<file path="src/rtl/mini_src_pkg.sv">
// rtl/mini_src_pkg.sv - Mini-SRC opcode constants and sequencer state type
package mini_src_pkg;

  // ALU / datapath opcodes (5-bit instruction field)
  localparam logic [4:0] OP_LD   = 5'b00000;
  localparam logic [4:0] OP_LDI  = 5'b00001;
  localparam logic [4:0] OP_ST   = 5'b00010;
  localparam logic [4:0] OP_ADD  = 5'b00011;
  localparam logic [4:0] OP_SUB  = 5'b00100;
  localparam logic [4:0] OP_AND  = 5'b00101;
  localparam logic [4:0] OP_OR   = 5'b00110;
  localparam logic [4:0] OP_SHR  = 5'b00111;
  localparam logic [4:0] OP_SHRA = 5'b01000;
  localparam logic [4:0] OP_SHL  = 5'b01001;
  localparam logic [4:0] OP_ROR  = 5'b01010;
  localparam logic [4:0] OP_ROL  = 5'b01011;
  localparam logic [4:0] OP_ADDI = 5'b01100;
  localparam logic [4:0] OP_ANDI = 5'b01101;
  localparam logic [4:0] OP_ORI  = 5'b01110;
  localparam logic [4:0] OP_DIV  = 5'b01111;
  localparam logic [4:0] OP_MUL  = 5'b10000;

  typedef enum logic [1:0] {
    ST_IDLE = 2'd0,
    ST_MUL  = 2'd1,
    ST_DIV  = 2'd2,
    ST_DONE = 2'd3
  } seq_state_t;

endpackage

</file>
<file path="src/rtl/div_restore_step.sv">
// rtl/div_restore_step.sv - one restoring-division step on unsigned magnitudes
module div_restore_step #(
  parameter int WIDTH = 32
) (
  input  logic [WIDTH-1:0] r_in,
  input  logic [WIDTH-1:0] q_in,
  input  logic [WIDTH-1:0] divisor,
  output logic [WIDTH-1:0] r_out,
  output logic [WIDTH-1:0] q_out
);

  logic [WIDTH:0] r_wide;

  // Shift {R,Q} left, trial-subtract the divisor, keep it only if it did not go negative
  always_comb begin
    r_wide = {r_in, q_in[WIDTH-1]};
    if (r_wide >= {1'b0, divisor}) begin
      // the difference is below the divisor, so it fits in WIDTH bits
      r_out = r_wide[WIDTH-1:0] - divisor;
      q_out = {q_in[WIDTH-2:0], 1'b1};
    end else begin
      r_out = r_wide[WIDTH-1:0];
      q_out = {q_in[WIDTH-2:0], 1'b0};
    end
  end

endmodule

</file>
<file path="src/rtl/mul_div_sequencer.sv">
// rtl/mul_div_sequencer.sv - multi-cycle signed mul/div sequencer for HI/LO (option: MUL_DIV_SEQ_DIV_ZERO_FLAG_EN)
module mul_div_sequencer
  import mini_src_pkg::*;
#(
  parameter int         WIDTH  = 32,
  parameter logic [4:0] OP_MUL = mini_src_pkg::OP_MUL,
  parameter logic [4:0] OP_DIV = mini_src_pkg::OP_DIV
) (
  input  logic             clock,
  input  logic             clear_n,
  input  logic             start,
  input  logic [4:0]       opcode,
  input  logic [WIDTH-1:0] A,
  input  logic [WIDTH-1:0] B,
  output logic             busy,
  output logic             done,
  output logic [WIDTH-1:0] HI,
  output logic [WIDTH-1:0] LO
`ifdef MUL_DIV_SEQ_DIV_ZERO_FLAG_EN
  ,
  output logic             div_zero
`endif
);

  localparam int CNT_W = $clog2(WIDTH + 1);

  seq_state_t       state, next_state;
  logic [CNT_W-1:0] cnt;
  logic [WIDTH:0]   acc;      // one guard bit so M = -2^(W-1) subtracts without overflow
  logic [WIDTH-1:0] m;        // multiplicand, or divisor magnitude
  logic [WIDTH-1:0] q;        // Booth multiplier, or dividend/quotient
  logic             q_m1;
  logic [WIDTH-1:0] rem;
  logic             sign_a, sign_b;

  logic             last;
  logic [WIDTH:0]   m_ext, booth_sum, acc_sh;
  logic [WIDTH-1:0] q_sh;
  logic [WIDTH-1:0] a_mag, b_mag;
  logic [WIDTH-1:0] r_nx, q_nx;

  assign last  = (cnt == CNT_W'(1));
  assign a_mag = A[WIDTH-1] ? -A : A;
  assign b_mag = B[WIDTH-1] ? -B : B;

  div_restore_step #(.WIDTH(WIDTH)) u_div_step (
    .r_in    (rem),
    .q_in    (q),
    .divisor (m),
    .r_out   (r_nx),
    .q_out   (q_nx)
  );

  // State register
  always_ff @(posedge clock or negedge clear_n) begin
    if (!clear_n) state <= ST_IDLE;
    else          state <= next_state;
  end

  // Next-state and status outputs
  always_comb begin
    next_state = state;
    busy       = (state != ST_IDLE);
    done       = (state == ST_DONE);
    case (state)
      ST_IDLE: begin
        if (start) begin
          if (opcode == OP_MUL)      next_state = ST_MUL;
          else if (opcode == OP_DIV) next_state = (B == '0) ? ST_DONE : ST_DIV;
        end
      end
      ST_MUL, ST_DIV: if (last) next_state = ST_DONE;
      ST_DONE:        next_state = ST_IDLE;
      default:        next_state = ST_IDLE;
    endcase
  end

  // Booth add/subtract of M on bit pair {Q0,Q-1}, then arithmetic right shift
  always_comb begin
    m_ext = {m[WIDTH-1], m};
    case ({q[0], q_m1})
      2'b01:   booth_sum = acc + m_ext;
      2'b10:   booth_sum = acc - m_ext;
      default: booth_sum = acc;
    endcase
    acc_sh = {booth_sum[WIDTH], booth_sum[WIDTH:1]};
    q_sh   = {booth_sum[0], q[WIDTH-1:1]};
  end

  // Operand capture, iteration and HI/LO write at completion
  always_ff @(posedge clock or negedge clear_n) begin
    if (!clear_n) begin
      cnt    <= '0;
      acc    <= '0;
      m      <= '0;
      q      <= '0;
      q_m1   <= 1'b0;
      rem    <= '0;
      sign_a <= 1'b0;
      sign_b <= 1'b0;
      HI     <= '0;
      LO     <= '0;
    end else begin
      case (state)
        ST_IDLE: begin
          if (start && opcode == OP_MUL) begin
            acc  <= '0;
            m    <= A;
            q    <= B;
            q_m1 <= 1'b0;
            cnt  <= CNT_W'(WIDTH);
          end else if (start && opcode == OP_DIV) begin
            if (B == '0) begin
              HI <= A;
              LO <= '1;
            end else begin
              rem    <= '0;
              m      <= b_mag;
              q      <= a_mag;
              sign_a <= A[WIDTH-1];
              sign_b <= B[WIDTH-1];
              cnt    <= CNT_W'(WIDTH);
            end
          end
        end
        ST_MUL: begin
          acc  <= acc_sh;
          q    <= q_sh;
          q_m1 <= q[0];
          cnt  <= cnt - 1'b1;
          if (last) begin
            HI <= acc_sh[WIDTH-1:0];
            LO <= q_sh;
          end
        end
        ST_DIV: begin
          rem <= r_nx;
          q   <= q_nx;
          cnt <= cnt - 1'b1;
          if (last) begin
            // quotient truncates toward zero; remainder takes the dividend's sign
            LO <= (sign_a ^ sign_b) ? -q_nx : q_nx;
            HI <= sign_a ? -r_nx : r_nx;
          end
        end
        default: ;
      endcase
    end
  end

`ifdef MUL_DIV_SEQ_DIV_ZERO_FLAG_EN
  logic dz_q;

  // Remember that the pending completion is a divide-by-zero
  always_ff @(posedge clock or negedge clear_n) begin
    if (!clear_n) begin
      dz_q <= 1'b0;
    end else if (state == ST_IDLE) begin
      dz_q <= start && (opcode == OP_DIV) && (B == '0);
    end else if (state == ST_DONE) begin
      dz_q <= 1'b0;
    end
  end

  assign div_zero = done && dz_q;
`else
  // no flag port; a divide-by-zero is visible only through HI/LO
`endif

endmodule

</file>
<file path="config.mk">
export PLATFORM = sky130hd
export DESIGN_NAME = mul_div_sequencer
export DESIGN_NICKNAME = d
export VERILOG_FILES = /design/src/rtl/mini_src_pkg.sv /design/src/rtl/div_restore_step.sv /design/src/rtl/mul_div_sequencer.sv
export SDC_FILE = /design/constraint.sdc
export NUM_CORES = 1
export LEC_CHECK = 0
export BUFFER_PORTS_ARGS = -buffer_cell sky130_fd_sc_hd__buf_2
export CAP_MARGIN = 25
export CORE_ASPECT_RATIO = 1.4
export CORE_MARGIN = 1.5
export CORE_UTILIZATION = 61
export CTS_BUF_LIST = sky130_fd_sc_hd__clkbuf_16
export DETAILED_ROUTE_END_ITERATION = 6
export GPL_TIMING_DRIVEN = 0
export PLACE_DENSITY = 0.93
export SYNTH_ARGS = -nofsm -noshare
export SYNTH_HDL_FRONTEND = slang
export SYNTH_SLANG_ARGS = --single-unit
export TNS_END_PERCENT = 20
</file>
<file path="constraint.sdc">
create_clock -name clock -period 6.7 [get_ports clock]
set_clock_uncertainty 0.2 [all_clocks]
set_input_delay 1.675 -clock clock [delete_from_list [all_inputs] [get_ports clock]]
set_output_delay 1.675 -clock clock [all_outputs]
set_load 0.1 [all_outputs]
</file>
; Word level (Yosys, flattened, before mapping)
; Cells that the tools add are included.
[op_classes]
add_sub_neg = 8
multipliers = 0
div = 0
n_lt_le_gt_ge = 1
n_eq_ne = 21
n_shift = 0
muxes = 44
bitwise_logic = 3
n_reduce_logical = 19
[op_table]
columns = cell, count
row1 = $mux 32, 24
row2 = $pmux 32 s3, 3
row3 = $pmux 33 s2, 2
row4 = $neg 32->32, 4
row5 = $pmux 32 s2, 1
row6 = $add 33x33->33, 1
row7 = $ge 33x32->1, 1
row8 = $mux 33, 1
row9 = $sub 33x33->33, 1
row10 = $logic_not 32->1, 1
row11 = $sub 32x32->32, 1
row12 = $mux 6, 3
row13 = $ne 2x2->1 const B, 8
row14 = $pmux 6 s2, 1
row15 = $reduce_and 3->1, 4
row16 = $reduce_bool 2->1, 5
row17 = $ne 3x3->1 const B, 3
row18 = $mux 2, 4
row19 = $reduce_and 4->1, 2
row20 = $eq 2x2->1 const B, 3
row21 = $eq 6x1->1 const B, 1
row22 = $pmux 2 s3, 1
row23 = $reduce_and 6->1, 1
row24 = $sub 6x1->6 const B, 1
row25 = 13 further kinds, 19
[totals]
ff_bits = 204
latchBits = 0
ram_bits = 0
mem_bits_ro = 0
inputBits = 72
output_inout_bits = 66
word_cells = 107
memories = 0

; Longest topological paths before layout
; Gate-level depths: netlist (run 1).
[depth]
word_depth = 6
depth_mapped = 24

; Cells and area by module
; From an unflattened synthesis (run 1), not the netlist that was laid out.
[hier_totals]
hier_cells = 2283
area_unflattened_um2 = 17453.0
[by_module_without_submodules]
columns = mod, instances, cells_each, area_per_inst_um2
row1 = mul_div_sequencer, 1, 1929, 14889.3
row2 = div_restore_step, 1, 354, 2563.7

; Worst setup path after synthesis (run 1)
; No wires, ideal clock.
[synth_path]
path_kind = input to register
start = input B[1]
end = register HI[31]
setup_ns = 0.129
arrival_time_ns = 4.943
t_required_ns = 6.371
slack_ns = 1.428
path_stages = 15
cell_sequence = inv_1 -> ha_1 -> nor2b_1 -> nand3_1 -> or4_4 -> or4_4 -> nand2b_4 -> or4_1 -> or3b_4 -> o22ai_2 -> nand2_2 -> buf_6 -> or3_1 -> o21ai_1 -> a21oi_1
[synth_via]
elab_chain_len = 3
[synth_lines]
columns = item, line_no
row1 = from (decl), mul_div_sequencer.sv:14  ; input logic [WIDTH-1:0] B,
row2 = $logic_not 32->1, mul_div_sequencer.sv:113  ; if (B == '0) begin
row3 = $ne 2x2->1 (no source line), n/a
row4 = $reduce_and 6->1 (no source line), n/a
row5 = to (signal assigned), mul_div_sequencer.sv:132  ; HI <= acc_sh[WIDTH-1:0];
row6 = to (signal assigned), mul_div_sequencer.sv:143  ; HI <= sign_a ? -r_nx : r_nx;
row7 = to (decl), mul_div_sequencer.sv:17  ; output logic [WIDTH-1:0] HI,
; Every way passes these cells.
; A chain may end at the register's enable or synchronous reset.

; Worst setup path in the final report (run 1)
[layout_path]
start = register m[19]
end = register HI[26]
[layout_via]
elab_chain_len = 6
word_cells_on_any_way = 11
[layout_lines]
columns = item, line_no
row1 = from (decl), mul_div_sequencer.sv:30  ; logic [WIDTH-1:0] m;
row2 = from (signal assigned), mul_div_sequencer.sv:118  ; m <= b_mag;
row3 = $sub 32x32->32 or $ge 33x32->1 (tied branches), "div_restore_step.sv:19, div_restore_step.sv:17"
row4 = $mux 32, div_restore_step.sv:17  ; if (r_wide >= {1'b0, divisor}) begin
row5 = $neg 32->32, mul_div_sequencer.sv:143
row6 = $mux 32, mul_div_sequencer.sv:143
row7 = $mux 32, mul_div_sequencer.sv:140  ; if (last) begin
row8 = $pmux 32 s3 *, mul_div_sequencer.sv:104  ; case (state)
; Mark *: on every way between the ends. The rest lies on a longest branch, timed or not. The select of a mux whose other input is x is not followed.

==> metrics.md, run 1 <==
| Metric | Value |
|---|---|
| TritonCTS buffer count | `21` |
| Main combinational cell family by area after synthesis | `compound AO/OA/AOI/OAI gates` |
| Pwr dens | `602 nW/µm²` |
| Post-synth EDFFs | `0` |
| Final ANT Viol Nets | `0` |
| Final period utilization | `96.1%` |
| WHS | `0.279 ns` |
| IO Count | `between 100 and 150` |
| Vias in the first global route | `just under 20k` |
| Outcome | `complete, no violations` |
| Mux contribution to synthesized area | `2.21%` |
| Port bufs | `~140` |
| Critical Path RT | `6.95 ns` |
| Worst Tran Pin Value | `1.09 ns` |
| P&R area growth vs syn | `10.8%` |
| Largest net degree at the start of global routing | `108` |
| Clock root cell | `clkbuf_16` |
| Final hold vios | `0` |
| Crit-path max cell delay | `~0.52 ns` |
| Cells after Synth | `approximately 2.3k` |
| #FFs+latches synth | `203` |
| Post-place setup slack | `-0.193 ns` |
| Commonest non-fill, non-tap cells in the layout | `nand2_1 (349), o21ai_0 (240), dfrtp_1 (203), nor2_1 (192), buf_2 (161)` |
| Max rail drop VDD | `roughly 0.53 mV` |
| Iteration-0 DRC Markers | `1979` |
| HP Class | `reg2reg` |
| Leak | `8.57 nW` |
| Tot GR Track Use | `a little under half` |
| Setup WS post-layout | `about 0.26 ns` |
| Peak Freq | `roughly 160 MHz` |
| Finished Cell Area | `19800 µm²` |
| Post-synthesis simple-gate area fraction | `21.5%` |
| Die Y | `206 µm` |
| Synthesized net count | `2471` |
| Post-CTS setup buffers | `0` |
| Skew-Pair Late Insertion Delay | `0.55 ns` |
| Number of antenna violations at the first check in global routing | `5` |
| Worst-path cell chain | `inv_1, ha_1, clkbuf_1, nand2_1, o21ai_0, a2111oi_1, o2bb2ai_2, nand2_2, inv_1, buf_2, buf_2, mux2i_1, ha_1, and4_1, nand3_1, nor2_1, a31oi_1, nand4bb_1, o31ai_1, xor2_1, a21oi_1, o31ai_1` |
| Clock slew seen by the registers of the worst setup and hold paths | `about 0.070 ns` |
| Dominant register cell in the synthesized netlist | `dfrtp_1` |
| Post-synthesis adder-cell area fraction | `5.68%` |
| Final setup viols | `0` |
| Dpl cell area | `about 19000 µm²` |
| First-pass GRT wire length | `106 mm` |
| Die Area | `30400 µm²` |
| CP Class | `reg2reg` |
| TritonCTS clock tree | `done` |
| Total Power | `roughly 12 mW` |
| Most common cell after layout, fill and taps aside | `nand2_1` |
| Starting density of the core | `approximately three fifths` |
| Synthesis Warnings | `0` |
| CP Launch Type | `flip-flop` |
| CP Capture Type | `flip-flop` |
| XOR/XNOR Fraction of Synth Area | `9.49%` |
| Mean Syn Cell Area | `7.72 µm²` |
| Core ar. | `~29000 µm²` |
| Asr flop ratio synth | `100%` |
| Crit-path slowest cell | `a2111oi_1` |
| CP arrival | `6.69 ns` |
| DRC Markers | `0` |
| Vias after detailed routing | `19.7k` |
| Synth Area in Compound Gates | `27.3%` |
| CTS H-Tree Depth | `1` |
| Number of distinct library cells after synthesis | `~90` |
| GPL Wtd Cong | `1.13` |
| RSZ-0062 raised after global routing | `no` |
| WL per Instance | `24.5 µm` |
| Top Family by Delay on Critical Path | `compound AO/OA/AOI/OAI gates` |
| FP Rows | `74` |
| Detailed-placement wirelength estimate | `53.9 mm` |
| Routed wire length | `70.3 mm` |
| Initial DRT Pass Iterations | `7` |
| FILL cells | `2354` |
| Routed vias/inst | `6.84` |
| Final design utilization | `roughly two thirds` |
| Slew HR | `27.6%` |
| DIE WIDTH | `around 150 µm` |
| Ratio of cells with drive above 1 in the final layout | `11.2%` |
| Hold Buf Count CTS | `0` |
| Crit path buf inv count | `5` |
| Clk sink count | `203` |
| Syn Std Cell Area | `between 15000 and 20000 µm²` |
| Total gr overflow | `0` |
| Crit Path Max Fanout | `10` |
| Max-cap violation count | `0` |
| # nets final | `2631` |
| Clock Path Buffers | `3` |
| Sequential share of the synthesized area | `28.4%` |
| Final Max Tran Viols | `0` |
| Period minus WS final | `6.44 ns` |
flip-flops by register name, summed over array words and instances, names as in the netlist:
register and cells:
acc 32, state 2, q 32, LO 32, sign_a 1, q_m1 1, sign_b 1, m 32
rem 32, HI 32, cnt 6
final timing paths:
| check | from | endpoint | slack (ns) | depth (start not counted) |
|---|---|---|---|---|
| min in group asynchronous | clear_n | LO[1] | 0.92 | 1 |
| hold / removal | HI[9] | HI[9] | 0.28 | 1 |
| hold reg to reg | HI[9] | HI[9] | 0.28 | 1 |
| setup reg to reg | m[19] | HI[26] | 0.26 | 22 |
| setup / recovery | m[19] | HI[26] | 0.26 | 22 |
| max in group asynchronous | clear_n | rem[31] | 4.39 | 2 |
metal layers:
layer,global-route usage (%),routed length [µm]
met4,45.8,8160
met5,0,44
met2,75.3,32000
met1,48.2,22400
met3,10.6,7800
synthesized netlist by cell type (28+ instances only):
master	n	share of area [%]
a211oi_1	31	1.3
a21o_1	46	1.9
a21oi_1	161	4.5
a31oi_1	31	1.1
clkbuf_1	109	2.3
dfrtp_1	203	28
ha_1	78	5.5
inv_1	73	1.5
mux2i_1	28	1.6
nand2_1	349	7.3
nand3_1	49	1.4
nor2_1	192	4.0
nor3_1	43	1.2
o21ai_0	240	6.7
o31ai_1	72	3.0
xnor2_1	88	4.3
xor2_1	106	5.2
kinds of logic (layout without fill, tap and decap cells):
logic type,after synthesis,count (layout)
buffers and inverters,230,403
other,0,2
and+or+nand+nor,826,826
adders and majority gates,80,80
DFF,203,203
muxes,38,38
xor gates and xnor gates,194,194
AOI/OAI and AO/OA,748,748
area by class of cell:
cell class | count | area, µm² | share of cell area (%)
diodes | 2 | 5.00 | 0.0252
plain buffers | 155 | 708 | 3.57
clock buffers | 21 | 526 | 2.65
clock inverters | 15 | 160 | 0.808
inverters | 74 | 278 | 1.40
multi-input cells | 1886 | 11900 | 59.8
flip-flops and latches | 203 | 5080 | 25.6
well taps | 380 | 475 | 2.40
repair buffers | 138 | 736 | 3.71
per-stage QoR:
stage,TNS (ns),instances
after floorplan,0,2319
after global placement,-0.255,2834
after detailed placement,-0.832,2836
after CTS,0,2872
after global routing,0,2874
final,0,2874
power breakdown:
| group | switching (mW) | internal [mW] | total (mW) |
|---|---|---|---|
| Clock | 0.550 | 0.690 | 1.24 |
| Sequential | 0.501 | 1.70 | 2.20 |
| Combinational | 6.06 | 2.44 | 8.49 |
timing repair:
| action | CTS | global route |
|---|---|---|
| resized for setup | 2 | 9 |
| setup endpoints to repair | 9 | 17 |
| pin swaps | 0 | 0 |
No activity file was read; power rests on OpenSTA's default activity.
==> run 2: changes to the inputs <==
--- a/config.mk
+++ b/config.mk
@@ -5,6 +5,7 @@
 export SDC_FILE = /design/constraint.sdc
 export NUM_CORES = 1
 export LEC_CHECK = 0
+export ABC_AREA = 1
 export BUFFER_PORTS_ARGS = -buffer_cell sky130_fd_sc_hd__buf_2
 export CAP_MARGIN = 25
 export CORE_ASPECT_RATIO = 1.4
@@ -13,8 +14,9 @@
 export CTS_BUF_LIST = sky130_fd_sc_hd__clkbuf_16
 export DETAILED_ROUTE_END_ITERATION = 6
 export GPL_TIMING_DRIVEN = 0
-export PLACE_DENSITY = 0.93
+export PLACE_DENSITY = 0.92
 export SYNTH_ARGS = -nofsm -noshare
 export SYNTH_HDL_FRONTEND = slang
+export SYNTH_HIERARCHICAL = 1
 export SYNTH_SLANG_ARGS = --single-unit
 export TNS_END_PERCENT = 20
==> run 2 against run 1 <==
  * Hold slack got worse by 0.0017 ns
  * Sequential cell count is the same
  * Sequential share of layout area down 2.9 points
  * Non-clock buffer count increased by 3
  * Global-route usage up 7.8 points
  * Maximum frequency increased by 20%
  * Die area grew 14%
  * Utilization down 0.60 points
  * First-iteration DRC count is 66% higher
  * Via count is 27% higher
  * Setup slack better by 1.1 ns
  * Critical path type unchanged
  * Largest cell class unchanged
==> metrics.md, run 2 <==
| Metric | Value |
|---|---|
| Final period utilization | `80.1% (-16 points)` |
| Post-synth top area share | `25.0% (-3.4 points)` |
| Core ar. | `33000 µm² (+14%)` |
| CP Launch Type | `flip-flop` |
| Crit Path Max Fanout | `10 (unchanged)` |
| Top Family by Delay on Critical Path | `simple AND/OR/NAND/NOR gates` |
| Die Area | `34500 µm² (+14%)` |
| Ratio of cells with drive above 1 in the final layout | `8.88% (-2.3 points)` |
| TritonCTS clock tree | `done` |
| XOR/XNOR Fraction of Synth Area | `3.05% (-6.4 points)` |
| Clock Path Buffers | `3 (unchanged)` |
| Critical Path RT | `6.97 ns (+0.02 ns)` |
| GPL Wtd Cong | `1.13 (-0.33%)` |
| Synthesis Warnings | `6 (+6)` |
| Synthesized net count | `3576 (+45%)` |
| Total gr overflow | `0 (unchanged)` |
| Crit-path slowest cell | `nor3_1` |
| Post-synthesis adder-cell area fraction | `4.99% (-0.69 points)` |
| Worst hold path depth | `2 (+1)` |
| Final setup viols | `0 (unchanged)` |
| CTS H-Tree Depth | `1 (unchanged)` |
| PostCTS Resize Cnt | `0 (-2)` |
| Skew-Pair Late Insertion Delay | `0.58 ns (+0.03 ns)` |
| DRC Markers | `0 (unchanged)` |
| Port bufs | `136 (+0.74%)` |
| WL per Instance | `22.8 µm (-6.7%)` |
| Detailed-placement wirelength estimate | `73.7 mm (+37%)` |
| Worst-path cell chain | `inv_1, ha_1, nand2_1, nor2_1, nand2_1, nor3_2, nand2_1, nand2_1, nor2_4, buf_2, nand3_1, nand2_1, inv_1, nand3_1, nor2_1, nand2_1, nor3_1, nand3_1, nand2_1, o21ai_0, nor2_1, nand2_1, nand2_1, nand2_1` |
| Synth top area cells | `dfrtp_1 (25%), nand2_1 (21%), inv_1 (7.9%)` |
| Die Y | `219 µm (+6.6%)` |
| Mux contribution to synthesized area | `0% (-2.2 points)` |
| Number of antenna violations at the first check in global routing | `2 (-3)` |
| CP Capture Type | `flip-flop` |
| Clock root cell | `clkbuf_16` |
| Sequential share of the synthesized area | `25.0% (-3.4 points)` |
| Crit-path max cell delay | `0.72 ns (+0.20 ns)` |
| Most common cell after layout, fill and taps aside | `nand2_1` |
| Cells after Synth | `3424 (+48%)` |
| First-pass GRT wire length | `137 mm (+29%)` |
| Count leader, synth | `nand2_1` |
| Final Max Tran Viols | `0 (unchanged)` |
| Syn Std Cell Area | `20400 µm² (+14%)` |
| Post-CTS setup buffers | `0 (unchanged)` |
| Initial DRT Pass Iterations | `7 (unchanged)` |
| Clock slew seen by the registers of the worst setup and hold paths | `0.06 ns (about the same)` |
| P&R area growth vs syn | `9.94%` |
| Routed vias/inst | `6.16 (-9.9%)` |
| Period minus WS final | `5.37 ns (-1.07 ns)` |
| Number of distinct library cells after synthesis | `59 (-33%)` |
| Worst Tran Pin Value | `1.16 ns (+0.0714 ns)` |
| Outcome | `complete, no violations` |
| IO Count | `138 (unchanged)` |
| Final hold vios | `0 (unchanged)` |
| DIE WIDTH | `157 µm (+6.5%)` |
| Max-cap violation count | `0 (unchanged)` |
| CP arrival | `5.63 ns (-1.06 ns)` |
| Iteration-0 DRC Markers | `3295 (+66%)` |
| Commonest non-fill, non-tap cells in the layout | `nand2_1 (1144), inv_1 (434), nor2_1 (349), nand3_1 (263), o21ai_0 (240)` |
| Synth top cells by count | `nand2_1 (1144), inv_1 (431), nor2_1 (349), nand3_1 (263), o21ai_0 (240)` |
| Vias in the first global route | `23.8k (+24%)` |
| #FFs+latches synth | `203 (unchanged)` |
| CP Class | `reg2reg` |
| Asr flop ratio synth | `100% (unchanged)` |
| Routed wire length | `92.5 mm (+31%)` |
| Reg-to-Reg Start | `m[25]` |
| Vias after detailed routing | `25.0k (+27%)` |
| Most frequent CP cell | `nand2_1` |
| # nets final | `3739 (+42%)` |
| Final setup TNS | `0 ns (unchanged)` |
| Slew HR | `22.8% (-4.8 points)` |
| Final ANT Viol Nets | `0 (unchanged)` |
| HP Class | `reg2reg` |
| R2r setup slk | `1.33 ns (+1.07 ns)` |
| Crit path buf inv count | `3 (-2)` |
| WHS Endpoint | `HI[1]` |
| Dominant register cell in the synthesized netlist | `dfrtp_1` |
| Peak Freq | `186 MHz (+20%)` |
| Mean Syn Cell Area | `5.95 µm² (-23%)` |
| Post-synthesis simple-gate area fraction | `39.7% (+18 points)` |
| Main combinational cell family by area after synthesis | `simple AND/OR/NAND/NOR gates` |
| Worst r2r path cells | `24 (+9.1%)` |
| RSZ-0062 raised after global routing | `no` |
| Post-synth EDFFs | `0 (unchanged)` |
| Largest net degree at the start of global routing | `127 (+18%)` |
| Clk sink count | `203 (unchanged)` |
| TritonCTS buffer count | `23 (+9.5%)` |
| Starting density of the core | `61.7% (-0.083 points)` |
| Tot GR Track Use | `54.0% (+7.8 points)` |
| Hold wc startpoint | `HI[1]` |
| Cell taking the most area after synthesis | `dfrtp_1` |
| Synth Area in Compound Gates | `15.2% (-12 points)` |
| Reg-to-reg endpoint | `HI[23]` |
| Hold Buf Count CTS | `0 (unchanged)` |
| FP Rows | `79 (+6.8%)` |
run 2: changes by cell type after synthesis, moves of 43 or more:
cell / previous run / this run
a21o_1: 46 / 3
o31ai_1: 72 / 10
inv_1: 73 / 431
nor2_1: 192 / 349
nand3_1: 49 / 263
nand2_1: 349 / 1144
xnor2_1: 88 / 6
run 2: metal layers:
| layer | vias up | track usage (%) | routed length [µm] |
|---|---|---|---|
| met4 | 0 | 58.0 | 12000 |
| met5 | - | 0 | 0 |
| li1 | 11313 | - | - |
| met2 | 1856 | 84.0 | 40600 |
| met1 | 11128 | 55.6 | 29300 |
| met3 | 655 | 15.8 | 10600 |
run 2: cells by family (layout without fill, tap and decap cells):
kind of cell             Yosys count  after routing
AND/OR/NAND/NOR                 1926           1926
buffers and inverters            596            776
AO/OA/AOI/OAI                    548            548
flip-flops                       203            203
adder cells (fa/ha/maj)           80             80
XOR/XNOR                          71             71
other                              0              1
run 2: worst max path at each step:
stage	start	endpoint	slack [ns]	depth (start not counted)
after global placement	clear_n	rem[22]	0.39	1
after CTS	m[24]	HI[23]	1.67	24
after floorplan	B[1]	HI[2]	3.22	13
final	m[25]	HI[23]	1.33	24
after detailed placement	m[24]	HI[23]	1.67	24
after global routing	m[24]	HI[31]	1.16	24
run 2: layout make-up:
type                       count  area, µm²
multi-input combinational   2625      12800
fill                        3153      10600
sequential                   203       5080
inverter                     438       1640
buffer                       158        823
timing repair buffer         138        733
clock buffer                  23        576
tap                          445        557
clock inverter                19        155
antenna                        1       2.50
run 2: worst register-to-register path: stages, from the launching register on:
cell and delay, ns:
dfrtp_1 0.64, inv_1 0.09, ha_1 0.38, nand2_1 0.11, nor2_1 0.37, nand2_1 0.13
nor3_2 0.13, nand2_1 0.12, nand2_1 0.12, nor2_4 0.07, buf_2 0.21, nand3_1 0.11
nand2_1 0.12, inv_1 0.12, nand3_1 0.13, nor2_1 0.11, nand2_1 0.07, nor3_1 0.72
nand3_1 0.24, nand2_1 0.18, o21ai_0 0.09, nor2_1 0.54, nand2_1 0.12, nand2_1 0.10
nand2_1 0.05
run 2: stage by stage:
step	cell area, µm²	hold slack [ns]	instances	worst slack (ns)	util [%]
after floorplan	20400	0.253	3424	3.22	-
after global placement	21600	0.259	4005	0.386	65.4
after detailed placement	21600	0.260	4006	1.67	65.5
after CTS	22400	0.275	4048	1.67	67.7
after global routing	22400	0.289	4049	1.16	67.8
final	22400	0.277	4050	1.33	67.8
Power of run 2 is left out: the tool's default activity adds up to more than one toggle a clock period on the data nets, which glitch-free logic cannot reach.
